--- src/rtl/snitch_link_arbiter.sv ---
// Two-requester lock arbiter for the narrow chip link: one owner holds the link
// from grant until its last response beat (or a timeout), then priority flips.
module snitch_link_arbiter #(
  parameter int unsigned AW            = 8,
  parameter int unsigned DW            = 4,
  parameter int unsigned TimeoutCycles = 1024
) (
  input  logic          clk_i,
  input  logic          rst_i,
  input  logic [AW-1:0] p0_req_addr_i,
  input  logic [DW-1:0] p0_req_data_i,
  input  logic          p0_req_write_i,
  input  logic          p0_req_wstrb_i,
  input  logic          p0_req_valid_i,
  output logic          p0_req_ready_o,
  output logic [DW-1:0] p0_rsp_data_o,
  output logic          p0_rsp_last_o,
  output logic          p0_rsp_valid_o,
  input  logic          p0_rsp_ready_i,
  input  logic [AW-1:0] p1_req_addr_i,
  input  logic [DW-1:0] p1_req_data_i,
  input  logic          p1_req_write_i,
  input  logic          p1_req_wstrb_i,
  input  logic          p1_req_valid_i,
  output logic          p1_req_ready_o,
  output logic [DW-1:0] p1_rsp_data_o,
  output logic          p1_rsp_last_o,
  output logic          p1_rsp_valid_o,
  input  logic          p1_rsp_ready_i,
  output logic [AW-1:0] link_req_addr_o,
  output logic [DW-1:0] link_req_data_o,
  output logic          link_req_write_o,
  output logic          link_req_wstrb_o,
  output logic          link_req_valid_o,
  input  logic          link_req_ready_i,
  input  logic [DW-1:0] link_rsp_data_i,
  input  logic          link_rsp_last_i,
  input  logic          link_rsp_valid_i,
  output logic          link_rsp_ready_o,
  output logic [1:0]    gnt_o,
  output logic          busy_o,
  output logic          err_o
);

  localparam int unsigned CW = (TimeoutCycles != 0) ? $clog2(TimeoutCycles + 1) : 1;
  localparam logic [CW-1:0] CNT_LIM = CW'((TimeoutCycles != 0) ? TimeoutCycles - 1 : 0);
  localparam logic [CW-1:0] CNT_MAX = '1;

  typedef enum logic {IDLE, LOCKED} state_e;

  typedef struct packed {
    logic [AW-1:0] addr;
    logic [DW-1:0] data;
    logic          write;
    logic          wstrb;
    logic          valid;
  } req_t;

  state_e        state_q, state_d;
  logic          g_q, g_d, prio_q, prio_d;
  logic [CW-1:0] cnt_q, cnt_d;
  req_t          req0, req1, req_own;
  logic          rsp_ready_own, req_hs, rsp_hs;

  assign req0 = '{addr: p0_req_addr_i, data: p0_req_data_i, write: p0_req_write_i,
                  wstrb: p0_req_wstrb_i, valid: p0_req_valid_i};
  assign req1 = '{addr: p1_req_addr_i, data: p1_req_data_i, write: p1_req_write_i,
                  wstrb: p1_req_wstrb_i, valid: p1_req_valid_i};
  assign req_own       = g_q ? req1 : req0;
  assign rsp_ready_own = g_q ? p1_rsp_ready_i : p0_rsp_ready_i;

  always_ff @(posedge clk_i or posedge rst_i) begin
    if (rst_i) begin
      state_q <= IDLE;
      g_q     <= 1'b0;
      prio_q  <= 1'b0;
      cnt_q   <= '0;
    end else begin
      state_q <= state_d;
      g_q     <= g_d;
      prio_q  <= prio_d;
      cnt_q   <= cnt_d;
    end
  end

  always_comb begin
    state_d          = state_q;
    g_d              = g_q;
    prio_d           = prio_q;
    cnt_d            = cnt_q;
    p0_req_ready_o   = 1'b0;
    p1_req_ready_o   = 1'b0;
    p0_rsp_data_o    = '0;
    p0_rsp_last_o    = 1'b0;
    p0_rsp_valid_o   = 1'b0;
    p1_rsp_data_o    = '0;
    p1_rsp_last_o    = 1'b0;
    p1_rsp_valid_o   = 1'b0;
    link_req_addr_o  = '0;
    link_req_data_o  = '0;
    link_req_write_o = 1'b0;
    link_req_wstrb_o = 1'b0;
    link_req_valid_o = 1'b0;
    link_rsp_ready_o = 1'b0;
    gnt_o            = 2'b00;
    busy_o           = 1'b0;
    err_o            = 1'b0;
    req_hs           = 1'b0;
    rsp_hs           = 1'b0;

    unique case (state_q)
      IDLE: begin
        // Counter restarts for whichever transaction gets granted next.
        cnt_d = '0;
        if (p0_req_valid_i && p1_req_valid_i) begin
          g_d     = prio_q;
          state_d = LOCKED;
        end else if (p0_req_valid_i || p1_req_valid_i) begin
          g_d     = p1_req_valid_i;
          state_d = LOCKED;
        end
      end
      LOCKED: begin
        busy_o           = 1'b1;
        gnt_o            = g_q ? 2'b10 : 2'b01;
        link_req_addr_o  = req_own.addr;
        link_req_data_o  = req_own.data;
        link_req_write_o = req_own.write;
        link_req_wstrb_o = req_own.wstrb;
        link_req_valid_o = req_own.valid;
        link_rsp_ready_o = rsp_ready_own;
        if (g_q) begin
          p1_req_ready_o = link_req_ready_i;
          p1_rsp_data_o  = link_rsp_data_i;
          p1_rsp_last_o  = link_rsp_last_i;
          p1_rsp_valid_o = link_rsp_valid_i;
        end else begin
          p0_req_ready_o = link_req_ready_i;
          p0_rsp_data_o  = link_rsp_data_i;
          p0_rsp_last_o  = link_rsp_last_i;
          p0_rsp_valid_o = link_rsp_valid_i;
        end
        req_hs = req_own.valid && link_req_ready_i;
        rsp_hs = link_rsp_valid_i && rsp_ready_own;

        if (req_hs || rsp_hs)    cnt_d = '0;
        else if (cnt_q != CNT_MAX) cnt_d = cnt_q + 1'b1;

        // A completing handshake takes precedence over a coincident timeout.
        if (rsp_hs && link_rsp_last_i) begin
          state_d = IDLE;
          prio_d  = ~g_q;
        end else if ((TimeoutCycles != 0) && (cnt_q == CNT_LIM) && !req_hs && !rsp_hs) begin
          err_o   = 1'b1;
          state_d = IDLE;
          prio_d  = ~g_q;
        end
      end
      default: state_d = IDLE;
    endcase
  end

endmodule

--- config.mk ---
export PLATFORM = sky130hd
export DESIGN_NAME = snitch_link_arbiter
export DESIGN_NICKNAME = d
export VERILOG_FILES = /design/src/rtl/snitch_link_arbiter.sv
export SDC_FILE = /design/constraint.sdc
export NUM_CORES = 1
export LEC_CHECK = 0
export ABC_CLOCK_PERIOD_IN_PS = 2000
export CAP_MARGIN = 20
export CELL_PAD_IN_SITES_DETAIL_PLACEMENT = 1
export CELL_PAD_IN_SITES_GLOBAL_PLACEMENT = 2
export CORE_ASPECT_RATIO = 1.5
export CORE_MARGIN = 2
export CORE_UTILIZATION = 18
export DETAILED_ROUTE_END_ITERATION = 10
export GPL_TIMING_DRIVEN = 1
export MAX_ROUTING_LAYER = met4
export PLACE_DENSITY = 0.85
export SLEW_MARGIN = 15
export SYNTH_ARGS = -nofsm -noshare
export SYNTH_HDL_FRONTEND = slang
export SYNTH_SLANG_ARGS = --single-unit
--- constraint.sdc ---
create_clock -name clk_i -period 2 [get_ports clk_i]
set_input_delay 0.6 -clock clk_i [delete_from_list [all_inputs] [get_ports clk_i]]
set_output_delay 0.6 -clock clk_i [all_outputs]
set_load 0.02 [all_outputs]
## Word-level counts from Yosys, hierarchy flattened

Index checks and enable logic that the tools add are counted.

| word-level totals | value |
|---|---|
| output and inout bits | 34 |
| input port bits | 41 |
| flip-flop bits (word level) | 14 |
| word-level logic and storage cells | 66 |

| operators by class | value |
|---|---|
| equal/unequal tests | 3 |
| muxes and demuxes | 42 |
| add/sub/neg operators | 1 |
| bitwise gates (word level) | 2 |
| reduce and logical (&&, ||, !) cells | 14 |

Operators by type and width:

| kind | count |
|---|---|
| 1-bit two-way mux | 29 |
| 11-bit two-way mux | 2 |
| 11-bit one-hot mux with 2 select lines | 1 |
| 4-bit two-way mux | 5 |
| 15-bit two-way mux | 1 |
| 11-bit by 1-bit adder with 11-bit output (second input constant) | 1 |
| 11-bit by 10-bit equality test with 1-bit output (second input constant) | 1 |
| 11-bit inequality test (second input constant) | 1 |
| 8-bit two-way mux | 1 |
| 1-bit logical AND | 6 |
| 2-bit two-way mux | 2 |
| 2-bit AND reduction | 2 |
| 2-bit nonzero test | 2 |
| 3-bit by 1-bit inequality test with 1-bit output (second input constant) | 1 |
| 1-bit zero test | 2 |
| 1-bit logical OR | 2 |
| 1-bit inverter | 2 |
| 1-bit one-hot mux with 2 select lines | 1 |

## Depth between registers and ports, before layout

Gate-level depths: netlist (run 1).

| logic depth | value |
|---|---|
| word-level depth | 8 |
| depth in mapped cells | 6 |
| depth with buffers taken out | 5 |

## Worst setup path before layout (run 1)

No wires, ideal clock.

| timing | value |
|---|---|
| path type | in2out |
| from | in p1_rsp_ready_i |
| to | out err_o |
| cell stages on the path | 4 |
| buffers on the path | 1 |
| arrival | 1.525 ns |
| setup slack | -0.125 ns |
| required time | 1.400 ns |
| cells stage by stage | mux2i_1 -> o221ai_1 -> buf_4 -> nor2_1 |

| between the ends | value |
|---|---|
| longest elaborated chain between the ends | 7 |
| elaborated cells on any way between the ends | 8 |
| those cells by class | 4 x mux; 4 x reduce/logical |

RTL lines:

| what | line | text |
|---|---|---|
| start, declared | 29 | `input logic p1_rsp_ready_i,` |
| 1-bit two-way mux * | 70 | `assign rsp_ready_own = g_q ? p1_rsp_ready_i : p0_rsp_ready_i;` |
| 1-bit logical AND * | 144 | `rsp_hs = link_rsp_valid_i && rsp_ready_own;` |
| 1-bit zero test | 153 | `end else if ((TimeoutCycles != 0) && (cnt_q == CNT_LIM) && !req_hs && !rsp_hs) begin` |
| 1-bit logical AND | 153 |  |
| 1-bit two-way mux | 153 |  |
| 1-bit two-way mux * | 150 | `if (rsp_hs && link_rsp_last_i) begin` |
| 1-bit two-way mux * | 111 | `unique case (state_q)` |
| end, declared | 42 | `output logic err_o` |

Mark *: on every way between the ends. The rest lies on a longest branch, timed or not.

## Final worst setup path (run 1)

| timing | value |
|---|---|
| from | in p0_rsp_ready_i |
| to | out err_o |

| between the ends | value |
|---|---|
| longest elaborated chain between the ends | 7 |
| elaborated cells on any way between the ends | 8 |
| those cells by class | 4 x mux; 4 x reduce/logical |

RTL lines:

| what | line | text |
|---|---|---|
| start, declared | 19 | `input logic p0_rsp_ready_i,` |
| 1-bit two-way mux * | 70 |  |
| 1-bit logical AND * | 144 |  |
| 1-bit zero test | 153 |  |
| 1-bit logical AND | 153 |  |
| 1-bit two-way mux | 153 |  |
| 1-bit two-way mux * | 150 |  |
| 1-bit two-way mux * | 111 |  |

Marks and branches as above.

==> results of run 1 <==
flip-flops by register name (all words and copies together), names as in the netlist:
register and count:
prio_q 1, state_q 1, cnt_q 11, g_q 1
path summary, 6_finish.rpt:
kind                                       from  cells after the start                   end
max                              p0_rsp_ready_i                      5                 err_o
min                          prio_q$_DFFE_PP0P_                      2    prio_q$_DFFE_PP0P_
max reg2reg                cnt_q[0]$_DFFE_PP0P_                      6  cnt_q[9]$_DFFE_PP0P_
min reg2reg                  prio_q$_DFFE_PP0P_                      2    prio_q$_DFFE_PP0P_
max in group asynchronous                 rst_i                      2       g_q$_DFFE_PP0P_
min in group asynchronous                 rst_i                      2  cnt_q[6]$_DFFE_PP0P_
routing by layer:
layer,share of wire [%],GRT usage (%),vias to the layer above
met5,0,-,-
met4,0.54,3.62,0
met3,6.1,2.91,2
met2,58,25.0,55
met1,35,14.1,694
li1,-,-,692
critical path: stages:
cell	delay [ns]
dlygate4sd2_1	0.26
mux2i_4	0.18
o221ai_2	0.13
nor2_2	0.13
buf_6	0.13
power by group through the flow:
| stage | clock, W | sequential, W | combinational [W] |
|---|---|---|---|
| 4_1_cts | 0.000237 | 0.000373 | 0.00145 |
| 5_1_grt | 0.000251 | 0.000383 | 0.00173 |
| 3_3_place_gp | 0 | 0.000378 | 0.00151 |
| 6_report | 0.000229 | 0.000374 | 0.00161 |
| 3_5_place_dp | 0 | 0.000380 | 0.00152 |
| 2_1_floorplan | 0 | 0.000372 | 0.000762 |
kinds of logic after synthesis:
group / count (synthesis) / share of synthesized area [%]
AND/OR/NAND/NOR: 60 / 27.4
multiplexers: 17 / 15.1
flip-flops: 14 / 31.0
XOR/XNOR: 5 / 3.88
AO/OA/AOI/OAI: 21 / 13.8
adder cells (fa/ha/maj): 1 / 1.11
buffers and inverters: 16 / 7.75
area by class of cell:
class,instances,share of cell area (%)
Clock buffer,3,1.79
Inverter,6,0.976
Multi-Input combinational cell,104,33.4
Sequential cell,14,15.2
Tap cell,74,4.01
Timing Repair Buffer,114,44.6
cell usage in the layout, fill, tap and decap left out, types with 2 or more instances in the layout:
master and count:
xnor2_1 3, nand4_1 3, inv_2 2, a21oi_1 6, o31ai_1 2, dfrtp_1 13, mux2i_1 15, nor2_1 21
and3_1 7, buf_4 51, nand3_1 4, buf_2 10, and4_4 2, xor2_1 2, clkbuf_8 3, or4_1 3
dlygate4sd2_1 6, buf_6 10, nor2_4 3, o21ai_0 2, clkdlybuf4s15_1 2, dlymetal6s2s_1 18, nand2_1 4, inv_1 4
mux2i_4 2, and2_1 6, clkdlybuf4s50_1 15, a31oi_1 2
what timing repair did:
action / in CTS / in global routing
pin swaps: 5 / 12
setup buffers: 5 / 2
gates resized for setup: 162 / 53
setup endpoints to repair: 34 / 24
hold buffers: 0 / 0
through the flow:
step	hold WS, ns	std cells	total power [W]	util (%)	area [um2]
after global placement	0.550	305	0.00189	35.6	2160
after CTS	0.566	313	0.00206	35.1	2140
final	0.556	315	0.00221	37.9	2310
after floorplan	0.489	134	0.00113	-	1140
after global routing	0.604	315	0.00236	37.9	2310
after detailed placement	0.547	305	0.00190	35.6	2160
==> results.py, run 1 <==
metrics = {
    "sta": {
        "period_minus_slack_ns": 2.03,
        "final.setup.tns_ns": -0.0315,
        "period_share_pct": 102,
        "clock.fmax_ghz": 0.492,
        "rsz0062_at_grt": "yes",
        "hold_viol_final": 0,
        "slew_viol_final": 0,
        "setup_ws_ns": -0.0315,
        "worstMarginPinSlew_ns": 0.551,
        "skew_ns": 0.00188,
        "slew_headroom_pct": 63.2,
        "setup_violations": 1,
    },
    "clock_tree": {
        "cts_made_buffers": 3,
        "cts.sinks": 14,
        "clk_path_buf_depth": 2,
        "cts_root_buffer": "clkbuf_8",
        "cts_tree": "built",
        "insertion_delay_ns": 0.24,
        "clkTransAtPathRegs_ns": 0.06,
        "h-tree-depth": 1,
    },
    "synthesis": {
        "synth_cell_types": 35,
        "yosys.area.top_type": "dfrtp_1",
        "synth_area_mm2": 0.00113,
        "ys_seq_elements": 14,
        "synth_ff_type": "dfrtp_1",
        "ys_top_cells_by_area": "dfrtp_1 (31%), mux2i_1 (15%), nor2_1 (8.3%), and3_1 (4.4%), and2_1 (3.3%)",
        "ys_async_sr_fraction_pct": 100,
        "avgSynthCellArea_um2": 8.43,
        "synth_cells": 134,
        "synth_nets": 176,
        "ys_seq_area_share_pct": 31.0,
        "synth_enable_flop_cells": 0,
        "yosysTopAreaCellShare_pct": 31.0,
        "synth_common_cells": "nor2_1 (25), mux2i_1 (17), dfrtp_1 (14)",
        "ys_warn_count": 0,
        "yosys.cell_count.top_type": "nor2_1",
    },
    "routing": {
        "drtIter0Drc": 10,
        "drt-vias-per-instance": 4.58,
        "ant_nets": 0,
        "dr.pass1.iters": 4,
        "wire_per_inst_um": 14.1,
        "routed_wl_um": 4430,
        "drc": 0,
        "vias": 1443,
    },
    "outcome": {
        "status": "complete, but fails checks",
        "violations": "negative setup slack",
    },
    "worst_setup_path": {
        "crit_required_ns": 1.40,
        "ff2ff_setup_slack_ns": 0.20,
        "crit_path_end_kind": "output pin",
        "cp_max_fo": 2,
        "arrival_ns": 1.43,
        "startpoint_type": "input pin",
        "critPathKind": "input pin to output pin",
    },
    "global_routing": {
        "grt-ovfl-total": 0,
        "grt_pass1_vias": 1554,
        "grt_usage_pct": 13.6,
        "grt_max_degree": 23,
        "antenna_found_initial": 0,
        "grt_pass1_wl_um": 7090,
    },
    "place": {
        "dp_hpwl_um": 3560,
        "post-place-ws_ns": -0.803,
        "place_congestion": 0.757,
        "io_buffers": 74,
    },
    "power": {
        "switching_share_pct": 42.5,
        "seqPwrFrac_pct": 16.9,
        "ir_drop_mv": 0.462,
        "p_sw_w": 0.000939,
        "powerDensity_mw_per_mm2": 957,
        "comb_power_share_pct": 72.7,
        "clock_power_share_pct": 10.4,
        "p_int_w": 0.00127,
        "p_leak_nw": 1.23,
    },
    "finish": {
        "multiInputGateArea_um2": 772,
        "diodes": 0,
        "drive_gt1_share_pct": 39.0,
        "regArea_um2": 352,
        "final_nets": 285,
        "area_growth_pct": 104,
        "fill_cells": 714,
    },
    "floorplan": {
        "fp.dieW_um": 68.7,
        "dieArea_mm2": 0.00694,
        "num_io_pins": 75,
        "start_util_pct": 18.6,
        "rows": 35,
        "die_y_um": 101,
        "core_mm2": 0.00609,
    },
    "worst_hold_path": {
        "hold_class": "flop to flop",
    },
    "job": {
        "drv_cap": 0,
    },
}
Note: power is estimated with default switching activity, not from simulation.
==> run 2, diff against run 1 <==
--- a/config.mk
+++ b/config.mk
@@ -16,7 +16,8 @@
 export GPL_TIMING_DRIVEN = 1
 export MAX_ROUTING_LAYER = met4
 export PLACE_DENSITY = 0.85
-export SLEW_MARGIN = 15
+export SKIP_LAST_GASP = 1
+export SLEW_MARGIN = 10
 export SYNTH_ARGS = -nofsm -noshare
 export SYNTH_HDL_FRONTEND = slang
 export SYNTH_SLANG_ARGS = --single-unit
==> run 2 against run 1 <==
The flow still finishes with violations (negative setup slack). Wire length hardly changed. Combinational power about the same. Non-clock buffer count unchanged.
==> results.py, run 2 (synthesized netlist as in run 1, its figures left out) <==
metrics = {
    "outcome": {
        "status": "complete, but fails checks",
        "violations": "negative setup slack",
    },
    "routing": {
        "ant_nets": 0,
        "drtIter0Drc": 10,
        "vias": 1445,
        "routed_wl_um": 4430,
        "wire_per_inst_um": 14.1,
        "drc": 0,
        "drt-vias-per-instance": 4.59,
        "dr.pass1.iters": 4,
    },
    "worst_setup_path": {
        "crit_path_end_kind": "output pin",
        "crit_start": "p0_rsp_ready_i",
        "worstReg2RegEnd": "cnt_q[9]$_DFFE_PP0P_",
        "r2r_cells": 6,
        "critPathKind": "input pin to output pin",
        "critPathMaxStageDelay_ns": 0.26,
        "startpoint_type": "input pin",
        "crit_required_ns": 1.40,
        "arrival_ns": 1.43,
        "cp_max_fo": 2,
        "slowest_stage": "dlygate4sd2_1",
        "worstPathCellList": "dlygate4sd2_1, mux2i_4, o221ai_2, nor2_2, buf_6",
        "endpoint": "err_o",
        "r2r-start": "cnt_q[1]$_DFFE_PP0P_",
        "ff2ff_setup_slack_ns": 0.19,
    },
    "floorplan": {
        "die_y_um": 101,
        "num_io_pins": 75,
        "start_util_pct": 18.6,
        "fp.dieW_um": 68.7,
        "core_mm2": 0.00609,
        "rows": 35,
        "dieArea_mm2": 0.00694,
    },
    "power": {
        "p_leak_nw": 1.23,
        "ir_drop_mv": 0.461,
        "powerDensity_mw_per_mm2": 958,
    },
    "clock_tree": {
        "insertion_delay_ns": 0.24,
        "clk_path_buf_depth": 2,
        "cts_root_buffer": "clkbuf_8",
        "h-tree-depth": 1,
        "cts_made_buffers": 3,
        "clkTransAtPathRegs_ns": 0.06,
        "cts.sinks": 14,
        "cts_hold_buf": 0,
        "cts_tree": "built",
    },
    "sta": {
        "setup_ws_ns": -0.0315,
        "whs_ns": 0.556,
        "hold_viol_final": 0,
        "clock.fmax_ghz": 0.492,
        "slew_headroom_pct": 63.2,
        "period_share_pct": 102,
        "worstMarginPinSlew_ns": 0.552,
        "skew_ns": 0.00201,
        "slew_viol_final": 0,
        "setup_violations": 1,
        "rsz0062_at_grt": "yes",
        "period_minus_slack_ns": 2.03,
    },
    "global_routing": {
        "grt_pass1_wl_um": 7070,
        "grt_max_degree": 23,
        "antenna_found_initial": 0,
        "grt_usage_pct": 13.5,
        "grt-ovfl-total": 0,
        "grt_pass1_vias": 1552,
    },
    "finish": {
        "final_area_mm2": 0.00231,
        "largest_reg_flops": 11,
        "diodes": 0,
        "area_growth_pct": 104,
        "mostFrequentLayoutCell": "buf_4",
        "final_nets": 285,
        "final_cell_mix": "buf_4 (51), nor2_1 (21), dlymetal6s2s_1 (18), mux2i_1 (15), clkdlybuf4s50_1 (15)",
        "final_core_util_pct": 37.9,
        "drive_gt1_share_pct": 39.0,
        "top_register": "cnt_q",
    },
    "place": {
        "placed_cell_area_mm2": 0.00216,
        "io_buffers": 74,
        "place_congestion": 0.757,
        "dp_hpwl_um": 3560,
    },
    "job": {
        "drv_cap": 0,
    },
    "worst_hold_path": {
        "hold_class": "flop to flop",
    },
}
[run 2: cell counts in the layout (fill, tap and decap cells not counted)]
Identical to the previous run, type by type.
[run 2: worst min path at each step]
stage / from / end / slack [ns] / cells after the start
after floorplan: rst_i / cnt_q[0]$_DFFE_PP0P_ / 0.49 / 1
after global placement: prio_q$_DFFE_PP0P_ / prio_q$_DFFE_PP0P_ / 0.55 / 2
after detailed placement: prio_q$_DFFE_PP0P_ / prio_q$_DFFE_PP0P_ / 0.55 / 2
after CTS: prio_q$_DFFE_PP0P_ / prio_q$_DFFE_PP0P_ / 0.57 / 2
after global routing: prio_q$_DFFE_PP0P_ / prio_q$_DFFE_PP0P_ / 0.60 / 2
final: prio_q$_DFFE_PP0P_ / prio_q$_DFFE_PP0P_ / 0.56 / 2
[run 2: area by class of cell]
cell class                 instances  area [um2]
fill                             714        3780
timing repair buffer             114        1030
multi-input combinational        104         772
sequential                        14         352
tap                               74        92.6
clock buffer                       3        41.3
inverter                           6        22.5
[run 2: repair_timing]
action | CTS | global route
pin swaps | 3 | 13
gates resized for setup | 161 | 54
setup endpoints to repair | 34 | 24
buffers inserted | 5 | 2
[run 2: metal layers]
layer	GRT usage, %	share of wire [%]	vias up
li1	-	-	693
met1	14.0	35	695
met2	24.9	58	55
met3	2.91	6.0	2
met4	3.62	0.54	0
met5	-	0	-
[run 2: power breakdown]
group / internal [W] / total [W] / switching (W)
Combinational: 0.000806 / 0.00161 / 0.000801
Clock: 0.000133 / 0.000230 / 0.0000966
Sequential: 0.000332 / 0.000374 / 0.0000422
[run 2: critical path, delay by kind of cell]
family,cells,cell delay [ns]
mux,1,0.18
compound gates,1,0.13
buf+inv,2,0.39
simple gates,1,0.13
[run 2: metrics by stage]
step / instances / setup TNS [ns] / power [W] / setup slack [ns]
3_3_place_gp: 305 / -14.50 / 0.00189 / -0.794
2_1_floorplan: 134 / 0 / 0.00113 / 0.00723
3_5_place_dp: 305 / -14.89 / 0.00190 / -0.803
6_report: 315 / -0.0315 / 0.00221 / -0.0315
4_1_cts: 313 / -0.0959 / 0.00206 / -0.0959
5_1_grt: 315 / -0.146 / 0.00236 / -0.0800
==> run 3, diff against run 2 <==
--- a/config.mk
+++ b/config.mk
@@ -15,7 +15,7 @@
 export DETAILED_ROUTE_END_ITERATION = 10
 export GPL_TIMING_DRIVEN = 1
 export MAX_ROUTING_LAYER = met4
-export PLACE_DENSITY = 0.85
+export PLACE_DENSITY = 0.74
 export SKIP_LAST_GASP = 1
 export SLEW_MARGIN = 10
 export SYNTH_ARGS = -nofsm -noshare
==> run 3 against run 2 <==
Cell count increased by 1.3%. Sequential share of layout area is 0.40 points lower. The run still ends with negative setup slack left. Critical endpoint unchanged. Core utilization increased by 1.0 points.
==> results.py, run 3 (synthesized netlist as in run 1, its figures left out) <==
metrics = {
    "sta": {
        "setup_violations": 3,
        "worstMarginPinSlew_ns": 0.561,
        "period_minus_slack_ns": 2.10,
        "hold_viol_final": 0,
        "whs_ns": 0.578,
        "slew_viol_final": 0,
        "setup_ws_ns": -0.0965,
        "clock.fmax_ghz": 0.477,
        "final.setup.tns_ns": -0.217,
        "skew_ns": 0.00126,
        "slew_headroom_pct": 62.6,
        "period_share_pct": 105,
        "rsz0062_at_grt": "yes",
    },
    "finish": {
        "drive_gt1_share_pct": 40.4,
        "final_area_mm2": 0.00237,
        "mostFrequentLayoutCell": "buf_4",
        "diodes": 0,
        "area_growth_pct": 110,
        "fin_cells": 319,
        "final_nets": 288,
        "final_cell_mix": "buf_4 (54), nor2_1 (22), clkdlybuf4s50_1 (22), mux2i_1 (14)",
        "fill_cells": 708,
        "largest_reg_flops": 11,
        "top_register": "cnt_q",
    },
    "clock_tree": {
        "h-tree-depth": 1,
        "clk_path_buf_depth": 2,
        "clkTransAtPathRegs_ns": 0.06,
        "cts_root_buffer": "clkbuf_8",
        "cts_made_buffers": 3,
        "cts_tree": "built",
        "insertion_delay_ns": 0.24,
        "cts.sinks": 14,
    },
    "worst_setup_path": {
        "crit_required_ns": 1.40,
        "arrival_ns": 1.50,
        "crit_path_end_kind": "output pin",
        "startpoint_type": "flop",
        "critPathKind": "flop to output pin",
        "cp_max_fo": 6,
    },
    "routing": {
        "ant_nets": 0,
        "routed_wl_um": 4420,
        "drt-vias-per-instance": 4.50,
        "dr.pass1.iters": 4,
        "drtIter0Drc": 29,
        "vias": 1434,
        "drc": 0,
        "wire_per_inst_um": 13.9,
    },
    "global_routing": {
        "grt-ovfl-total": 0,
        "grt_pass1_wl_um": 7270,
        "grt_pass1_vias": 1592,
        "grt_usage_pct": 14.2,
        "antenna_found_initial": 0,
        "grt_max_degree": 17,
    },
    "floorplan": {
        "dieArea_mm2": 0.00694,
        "core_mm2": 0.00609,
        "fp.dieW_um": 68.7,
        "rows": 35,
        "num_io_pins": 75,
        "start_util_pct": 18.6,
        "die_y_um": 101,
    },
    "outcome": {
        "violations": "negative setup slack",
        "status": "complete, but fails checks",
    },
    "worst_hold_path": {
        "hold_class": "flop to flop",
    },
    "job": {
        "drv_cap": 0,
    },
    "place": {
        "placed_cell_area_mm2": 0.00216,
        "placed_cells": 306,
        "place_congestion": 0.755,
        "dp_hpwl_um": 3680,
        "io_buffers": 74,
    },
    "power": {
        "ir_drop_mv": 0.398,
        "power_w": 0.00234,
        "powerDensity_mw_per_mm2": 986,
        "p_leak_nw": 1.21,
    },
}
==> run 3: changes by cell type in the layout (fill, tap and decap cells not counted), sizes merged <==
cell	before	now
clkdlybuf4s50	15	22
dlymetal6s2s	18	13
clkdlybuf4s15	2	1
buf	73	75
clkbuf	3	4
==> run 3: worst paths after layout <==
path / slack, ns / from / depth (start not counted) / to
min in group asynchronous: 0.71 / rst_i / 2 / cnt_q[8]$_DFFE_PP0P_
max: -0.1 / g_q$_DFFE_PP0P_ / 5 / err_o
max in group asynchronous: 0.89 / rst_i / 2 / g_q$_DFFE_PP0P_
max reg2reg: 0.07 / g_q$_DFFE_PP0P_ / 8 / prio_q$_DFFE_PP0P_
min reg2reg: 0.58 / prio_q$_DFFE_PP0P_ / 2 / prio_q$_DFFE_PP0P_
min: 0.58 / prio_q$_DFFE_PP0P_ / 2 / prio_q$_DFFE_PP0P_
==> run 3: critical path: stages (launching register included) <==
cell and delay (ns):
dfrtp_2 0.44, buf_4 0.15, mux2i_4 0.26, o221ai_4 0.14, nor2_4 0.14, buf_6 0.13
==> run 3: metrics by stage <==
step / utilization [%] / worst slack [ns]
5_1_grt: 39.0 / -0.177
4_1_cts: 36.2 / -0.128
2_1_floorplan: - / 0.00723
6_report: 39.0 / -0.0965
3_5_place_dp: 35.5 / -0.844
3_3_place_gp: 35.5 / -0.809
==> run 3: report_power, final <==
part / internal [W] / leakage (nW) / switching [W]
logic: 0.000868 / 0.999 / 0.000813
clock network: 0.000174 / 0.0288 / 0.0000983
registers: 0.000332 / 0.183 / 0.0000524
total: 0.00137 / 1.21 / 0.000964
==> run 3: cell type report <==
| type | count | area [um2] | area share, % |
|---|---|---|---|
| clock buffer | 4 | 55.1 | 2.32 |
| inverter | 6 | 22.5 | 0.950 |
| multi-input combinational | 104 | 793 | 33.5 |
| sequential | 14 | 352 | 14.8 |
| tap | 74 | 92.6 | 3.91 |
| timing repair buffer | 117 | 1060 | 44.5 |
==> run 3: repair_timing <==
item,in CTS,in global routing
setup endpoints to repair,33,30
resized for setup,167,45
hold endpoints to repair,0,0
setup buffers,6,3
pin swaps,6,9
hold buffers,0,0
==> run 3: routing by layer <==
layer | track usage (%) | share of wire, % | vias to the layer above | wire length (um)
li1 | - | - | 698 | -
met1 | 15.5 | 37 | 670 | 1650
met2 | 25.4 | 55 | 62 | 2440
met3 | 2.12 | 6.2 | 4 | 274
met4 | 4.83 | 1.3 | 0 | 57
met5 | - | 0 | - | 0
